===== src/rtl/sipo_demux8_pkg.sv =====
// Shared definitions for the sipo_demux8 serial-to-parallel collector.
// State encodings, default word width and the matching index width.
// Optional feature macro: SIPO_PARITY_EN (adds the PARITY state).
package sipo_demux8_pkg;

  // Collector states. PARITY is only reachable when SIPO_PARITY_EN is defined,
  // but the encoding is fixed so both builds share one state type.
  typedef enum logic [1:0] {
    COLLECT = 2'd0,
    PARITY  = 2'd1,
    FULL    = 2'd2
  } state_e;

  localparam int DEF_WIDTH = 8;
  localparam int DEF_IDX_W = $clog2(DEF_WIDTH);

endpackage : sipo_demux8_pkg


===== src/rtl/sipo_demux8_demux1_8.sv =====
// Combinational 1:N write-enable decoder: turns a bit index plus an enable
// into a one-hot write-enable vector for the word register.
module demux1_8 #(
  parameter int N     = sipo_demux8_pkg::DEF_WIDTH,
  parameter int IDX_W = $clog2(N)
) (
  input  logic [IDX_W-1:0] idx_i,
  input  logic             en_i,
  output logic [N-1:0]     we_o
);

  // One-hot decode of the index, all zeros when not enabled.
  always_comb begin
    // NOTE: assigning a default before any conditional write keeps this block
    // purely combinational; a path that leaves we_o unassigned would infer a latch.
    we_o = '0;
    if (en_i) begin
      we_o[idx_i] = 1'b1;
    end
  end

endmodule : demux1_8


===== src/rtl/sipo_demux8.sv =====
// sipo_demux8: serial-to-parallel collector (registered 1:WIDTH demux).
// Each accepted serial bit is written into one bit of a word register chosen
// by a bit counter; a complete word is offered on dout with valid/ready.
// Optional feature: define SIPO_PARITY_EN to append an even-parity bit after
// each word and report a mismatch on parity_err. Without it parity_err is 0.
module sipo_demux8
  import sipo_demux8_pkg::*;
#(
  parameter int WIDTH     = DEF_WIDTH,
  parameter bit LSB_FIRST = 1'b1,
  localparam int IDX_W    = $clog2(WIDTH)
) (
  input  logic             clk,
  input  logic             rst,
  input  logic             clr,
  input  logic             din,
  input  logic             din_valid,
  output logic             din_ready,
  output logic [WIDTH-1:0] dout,
  output logic             dout_valid,
  input  logic             dout_ready,
  output logic [IDX_W-1:0] bit_cnt,
  output logic             parity_err
);

  localparam logic [IDX_W-1:0] LAST_IDX = IDX_W'(WIDTH - 1);

  // Registered state and its next-state values.
  state_e           state_q,   state_d;
  logic [IDX_W-1:0] bit_cnt_q, bit_cnt_d;
  logic [WIDTH-1:0] word_q,    word_d;
  logic [WIDTH-1:0] dout_q,    dout_d;
`ifdef SIPO_PARITY_EN
  logic             perr_q,    perr_d;
`endif

  // Datapath helpers.
  logic             accept;
  logic             collect_acc;
  logic [IDX_W-1:0] idx;
  logic [WIDTH-1:0] we;
  logic [WIDTH-1:0] word_merged;

  // Handshake outputs are decoded straight from the state register.
  assign din_ready  = (state_q == COLLECT) || (state_q == PARITY);
  assign dout_valid = (state_q == FULL);
  assign dout       = dout_q;
  assign bit_cnt    = bit_cnt_q;

`ifdef SIPO_PARITY_EN
  assign parity_err = perr_q;
`else
  assign parity_err = 1'b0;
`endif

  assign accept      = din_valid & din_ready;
  assign collect_acc = accept & (state_q == COLLECT);

  // Serial order: k-th bit lands in bit k (LSB first) or bit WIDTH-1-k.
  assign idx = LSB_FIRST ? bit_cnt_q : (LAST_IDX - bit_cnt_q);

  demux1_8 #(
    .N     (WIDTH),
    .IDX_W (IDX_W)
  ) u_demux (
    .idx_i (idx),
    .en_i  (collect_acc),
    .we_o  (we)
  );

  // Merge the incoming bit into the addressed word bit; others hold.
  always_comb begin
    word_merged = word_q;
    for (int i = 0; i < WIDTH; i++) begin
      if (we[i]) begin
        word_merged[i] = din;
      end
    end
  end

  // Next-state logic for the FSM, bit counter, word and output registers.
  always_comb begin
    state_d   = state_q;
    bit_cnt_d = bit_cnt_q;
    word_d    = word_q;
    dout_d    = dout_q;
`ifdef SIPO_PARITY_EN
    perr_d    = perr_q;
`endif

    case (state_q)
      COLLECT: begin
        if (accept) begin
          word_d = word_merged;
          if (bit_cnt_q == LAST_IDX) begin
            // Final bit is merged into dout on the same edge it arrives.
            bit_cnt_d = '0;
            dout_d    = word_merged;
`ifdef SIPO_PARITY_EN
            state_d   = PARITY;
`else
            state_d   = FULL;
`endif
          end else begin
            bit_cnt_d = bit_cnt_q + 1'b1;
          end
        end
      end

      PARITY: begin
`ifdef SIPO_PARITY_EN
        // The accepted bit is the even-parity bit for the word now in dout.
        if (accept) begin
          perr_d  = (^dout_q) ^ din;
          state_d = FULL;
        end
`else
        state_d = COLLECT;
`endif
      end

      FULL: begin
        // Handoff cycle: din_ready is low, so no bit is taken here.
        if (dout_ready) begin
          state_d = COLLECT;
`ifdef SIPO_PARITY_EN
          perr_d  = 1'b0;
`endif
        end
      end

      default: begin
        state_d = COLLECT;
      end
    endcase

    // Abort: drop the partial word and any pending output, keep dout data.
    if (clr) begin
      state_d   = COLLECT;
      bit_cnt_d = '0;
      word_d    = '0;
`ifdef SIPO_PARITY_EN
      perr_d    = 1'b0;
`endif
    end
  end

  // State register with synchronous active-high reset.
  always_ff @(posedge clk) begin
    // NOTE: the word register is reset along with the control state; it is a
    // single flop vector, not a memory array, so the reset costs nothing odd.
    if (rst) begin
      state_q   <= COLLECT;
      bit_cnt_q <= '0;
      word_q    <= '0;
      dout_q    <= '0;
`ifdef SIPO_PARITY_EN
      perr_q    <= 1'b0;
`endif
    end else begin
      // NOTE: non-blocking assignments so every register samples the values
      // from before this edge, independent of statement order.
      state_q   <= state_d;
      bit_cnt_q <= bit_cnt_d;
      word_q    <= word_d;
      dout_q    <= dout_d;
`ifdef SIPO_PARITY_EN
      perr_q    <= perr_d;
`endif
    end
  end

endmodule : sipo_demux8


===== config.mk =====
export PLATFORM = sky130hd
export DESIGN_NAME = sipo_demux8
export DESIGN_NICKNAME = d
export VERILOG_FILES = /design/src/rtl/sipo_demux8_pkg.sv /design/src/rtl/sipo_demux8_demux1_8.sv /design/src/rtl/sipo_demux8.sv
export SDC_FILE = /design/constraint.sdc
export NUM_CORES = 1
export LEC_CHECK = 0
export BUFFER_PORTS_ARGS = -buffer_cell sky130_fd_sc_hd__buf_2
export CORE_MARGIN = 5
export CORE_UTILIZATION = 57
export DETAILED_ROUTE_END_ITERATION = 12
export PLACE_DENSITY_LB_ADDON = 0.2
export SLEW_MARGIN = 25
export SYNTH_ARGS = -nofsm -noshare
export SYNTH_HDL_FRONTEND = slang
export SYNTH_SLANG_ARGS = --single-unit
export TNS_END_PERCENT = 50

===== constraint.sdc =====
create_clock -name clk -period 2.6 [get_ports clk]
set_clock_uncertainty 0.15 [all_clocks]
set_input_delay 0.26 -clock clk [delete_from_list [all_inputs] [get_ports clk]]
set_output_delay 0.26 -clock clk [all_outputs]
set_load 0.05 [all_outputs]

==> impl_results.md, run 1 <==
- Status: completed
- Worst-Margin Slew: 0.5841 ns
- DR WL met3: 108 um
- Total CTS buffers: 3
- Hold-fix buffers, CTS: 0
- Maximum VDD drop: 0.0002415 V
- Total length of routed wires: 1.987 mm
- Crit path launch type: register
- HPWL Detailed: 1.563 mm
- PortBufs: 18
- HP Class: in2reg
- Top-area cell type share of the netlist area: 39.26%
- Met2 routed wirelength: 935 um
- Setup crit end kind: register
- Placement row count: 15
- Post-synth cell types: 26
- Area grow syn2layout: 9.203%
- Syn Inst Count: 112
- Syn avg cell area: 9.105 um2
- Met1 wire length: 917 um
- Flops & latches, synth: 20
- DR vias: 808
- GRT overflow: 0
- Pwr Density: 444.4 mW/mm2
- # DRC: 0
- DR WL/cell: 13.25 um
- Dpl cell area: 0.001091 mm2
- Cell repeated most along the worst path: ha_1
- NumNets Final: 135
- Max Cap Viol: 0
- EDFF count, synth: 0
- Fin Hold WS: 0.04302 ns
- Reg clk slew, reported paths: 0.10 ns
- Max-slew violations: 0
- Antenna Nets Post-Route: 0
- Iter 0 DRT Violations: 12
- Top sig layer: met4
- CTS sink cnt: 20
- Clock latency on the worst-skew pair: 0.29 ns
- Crit path max-delay family: flip-flops
- Critical path cell sequence: ha_1 -> ha_1 -> and3b_1 -> buf_4 -> nor2_1 -> a211oi_2
- Cell taking the most area after synthesis: dfxtp_1
- Largest stage delay on the critical path: 0.60 ns
- CTS tree: built
- Routability Congestion: 0.7538
- Synthesis Warnings: 0
- Full die area: 0.002735 mm2
- Synth top area cells: dfxtp_1, mux2i_1, a311oi_2
- Post-synth top cells: dfxtp_1, nand2_1, mux2i_1
- Final Hold Violating Endpoints: 0
- Largest net degree at the start of global routing: 20
- Synthesized area: 0.001020 mm2
- FFs w/ async S/R, synth: 0%
- Post-CTS Setup Inserts: 0
- Count leader, synth: dfxtp_1
- Die X: 52.30 um
- CTS max path bufs: 2
- Main flop type after synthesis: dfxtp_1
- Total Routing Usage GR: 15.79%
- Core Area: 0.001708 mm2
- Clk Tree Root Cell: clkbuf_4
- RSZ-0062 raised after global routing: false
- Final Cell Area: 0.001114 mm2
- Effective utilization at floorplan: 59.71%
- Vias in the first global route: 754
- Final setup viols: 0
- Worst EP required: 2.67 ns
- Static leakage: 0.4816 nW
- Vias per inst: 5.387
- Die Ht: 52.30 um
- Final Core Density: 65.20%
- Share of layout cells above drive strength 1: 26.40%
- Max stage delay cell, worst path: dfxtp_1
- H-tree Lvls: 1
- Fmax achieved: 487.0 MHz
- Setup Crit Path Kind: reg2reg
- Resized cells post-CTS: 0
- Drt pass-1 iters: 4
- Filler cell count: 172
- Period Utilization, post-route: 78.98%
- Setup TNS: 0 ns
- Max-Slew Margin vs Limit: 60.98%
- Min Clock Period, post-route: 2.053 ns
- I/O pin total: 20
- First-pass GRT wire length: 3.236 mm
- Crit path DAT: 2.12 ns
- Syn_nets: 120
- Antenna violations before repair: 0
- Diode count: 0
- Register area share after synthesis: 39.26%
- CP Max Fanout: 15
- Crit path buf inv count: 1
cell families (layout without fill, tap and decap cells):
group | count (synthesis) | count (layout) | synth area share (%)
adder cells (fa/ha/maj) | 2 | 2 | 2.454
flip-flops | 20 | 20 | 39.26
AO/OA/AOI/OAI | 16 | 16 | 16.20
multiplexers | 12 | 12 | 11.78
buffers and inverters | 12 | 25 | 6.748
AND/OR/NAND/NOR | 49 | 49 | 23.19
other | 1 | 1 | 0.3677
placed cells by master (no fill, tap or decap):
cell type  instances
dfxtp_1           20
buf_2             18
nand2_1           16
mux2i_1           12
nor2_1            10
nand3_1            9
a311oi_2           7
o21ai_0            5
nor3_1             4
inv_1              3
clkbuf_4           3
nor2b_1            2
and2b_1            2
nand2b_1           2
ha_1               2
nor2_2             1
nor3b_2            1
and3b_1            1
a21oi_1            1
a21bo_2            1
nand4_1            1
a211oi_2           1
o31ai_1            1
conb_1             1
buf_4              1
power breakdown:
part	total (mW)	internal [mW]	switching, mW
logic	0.0395	0.0116	0.0279
registers	0.312	0.308	0.00395
clock network	0.143	0.0540	0.0894
worst reg2reg max path, stage by stage (launching register included):
cell	delay (ns)
dfxtp_1	0.60
ha_1	0.23
ha_1	0.16
and3b_1	0.34
buf_4	0.25
nor2_1	0.07
a211oi_2	0.19
routing by layer:
metal / GRT usage [%] / vias to the layer above
met4: 6.383 / 0
met3: 2.564 / 4
met1: 19.55 / 370
met2: 26.86 / 19
met5: 0 / -
li1: - / 415
final timing paths:
check                   from          to  slack [ns]  cells after the start
setup / recovery  bit_cnt[0]     dout[7]        0.55                      6
hold / removal           clr  state_q[1]        0.04                      2
setup reg to reg  bit_cnt[0]     dout[7]        0.55                      6
hold reg to reg    word_q[4]   word_q[4]        0.32                      2
registers in the layout, summed over array words and instances, names as in the netlist:
signal	cells
dout	8
state_q	1
word_q	8
bit_cnt	3
through the flow:
stage | power [mW] | cells | worst slack, ns
3_3_place_gp | 0.3570 | 147 | 0.6926
2_1_floorplan | 0.3480 | 112 | 0.6544
6_report | 0.4948 | 150 | 0.5466
4_1_cts | 0.4989 | 150 | 0.5744
3_5_place_dp | 0.3579 | 147 | 0.5972
5_1_grt | 0.5130 | 150 | 0.3525
layout make-up:
type                    instances  area, um2  area share, %
clock buffers                   3      22.52          2.022
inverters                       3      11.26          1.011
multi-input cells              80      550.5          49.44
flip-flops and latches         20      400.4          35.95
well taps                      25      31.28          2.809
repair buffers                 19      97.59          8.764
Note: power is estimated with default switching activity, not from simulation.
==> run 2: changes to the inputs <==
CORE_UTILIZATION = 53   (was 57)
clock period = 1.9 ns   (was 2.6 ns; I/O delays follow)
==> impl_results.md, run 2 (synthesis gave the netlist of run 1 again) <==
- # DRC: 0
- PortBufs: 18
- Final Cell Area: 0.001169 mm2
- Die Ht: 53.87 um
- Antenna Nets Post-Route: 0
- Largest net degree at the start of global routing: 19
- Placement row count: 15
- Fmax achieved: 599.1 MHz
- Post-CTS Setup Inserts: 0
- Pre-CTS setup slack: 0.2544 ns
- Effective utilization at floorplan: 57.19%
- Diode count: 0
- Crit path max-delay family: flip-flops
- RSZ-0062 raised after global routing: false
- Total Routing Usage GR: 14.54%
- Vias in the first global route: 649
- Area grow syn2layout: 14.60%
- DR WL/cell: 12.63 um
- Total length of routed wires: 1.958 mm
- Clk Tree Root Cell: clkbuf_4
- Crit path buf inv count: 1
- DR vias: 808
- Filler cell count: 161
- Max Cap Viol: 0
- Setup crit end kind: register
- Crit path DAT: 1.72 ns
- Vias per inst: 5.213
- Setup TNS: 0 ns
- Antenna violations before repair: 0
- Largest stage delay on the critical path: 0.46 ns
- GRT overflow: 0
- Total Power: 678.0 uW
- Drt pass-1 iters: 4
- CP Max Fanout: 17
- Multi-input gate area: 550.5 um2
- Pwr Density: 580.2 mW/mm2
- Final Hold Violating Endpoints: 0
- Max stage delay cell, worst path: dfxtp_2
- Status: completed
- Full die area: 0.002901 mm2
- Total CTS buffers: 3
- Max-slew violations: 0
- Dpl cell area: 0.001136 mm2
- Fin Hold WS: 0.06376 ns
- Cell repeated most along the worst path: ha_1
- First-pass GRT wire length: 3.001 mm
- Iter 0 DRT Violations: 20
- Storage cell area: 402.9 um2
- H-tree Lvls: 1
- Crit path launch type: register
- Clock latency on the worst-skew pair: 0.29 ns
- CTS max path bufs: 2
- CTS sink cnt: 20
- Reg clk slew, reported paths: 0.10 ns
- Min Clock Period, post-route: 1.669 ns
- Period Utilization, post-route: 87.85%
- Most frequent cells in the layout: dfxtp_1, buf_2, nand2_1
- Routability Congestion: 0.8063
- HPWL Detailed: 1.534 mm
- Core Area: 0.001783 mm2
- Die X: 53.87 um
- Setup Crit Path Kind: reg2reg
- HP Class: in2reg
- Static leakage: 0.5101 nW
- Critical path cell sequence: ha_1 -> ha_1 -> and3b_1 -> buf_12 -> nor2_1 -> a311oi_2
- Final setup viols: 0
- CTS tree: built
- Maximum VDD drop: 0.0003850 V
- Final Core Density: 65.54%
- Final setup margin: 0.2308 ns
- Worst EP required: 1.96 ns
- Share of layout cells above drive strength 1: 30.00%
- NumNets Final: 140
- Final Non-Filler Cells: 155
- I/O pin total: 20
- Cell Count Post-Placement: 151
==> run 2: repair_timing <==
| item | CTS | global route |
|---|---|---|
| hold endpoints to repair | 4 | 0 |
| hold buffers | 1 | 0 |
| gates resized for setup | 0 | 0 |
==> run 2: worst reg2reg max path, delay by kind of cell, from the launching register on <==
family / cells / cell delay (ns)
buffers and inverters: 1 / 0.16
flip-flops: 1 / 0.46
AND/OR/NAND/NOR: 2 / 0.26
adder cells (fa/ha/maj): 2 / 0.33
AO/OA/AOI/OAI: 1 / 0.23
==> run 2: final timing paths <==
kind,cells past startpoint,from,end,slack (ns)
hold / removal,4,dout_ready,state_q[1],0.06
hold reg to reg,2,word_q[4],word_q[4],0.32
setup / recovery,6,bit_cnt[1],dout[5],0.23
setup reg to reg,6,bit_cnt[1],dout[5],0.23
==> run 2: final cells by class <==
cell class,instances,share of cell area (%)
multi-input combinational,80,47.11
clock buffer,3,1.927
sequential,20,34.48
inverter,3,0.9636
timing repair buffer,24,12.85
tap,25,2.677
==> run 2: metal layers <==
| metal | routed length (um) | vias to the layer above | track usage (%) |
|---|---|---|---|
| met1 | 925 | 361 | 19.90 |
| met5 | 0 | - | 0 |
| li1 | - | 422 | - |
| met3 | 146 | 2 | 2.493 |
| met4 | 13 | 0 | 6.383 |
| met2 | 872 | 23 | 22.18 |
==> run 2: report_power, final <==
group,switching [mW],internal [mW],leakage [nW]
Clock,0.117,0.0736,0.0138
Sequential,0.00235,0.422,0.162
Combinational,0.0426,0.0210,0.334
Total,0.162,0.516,0.510
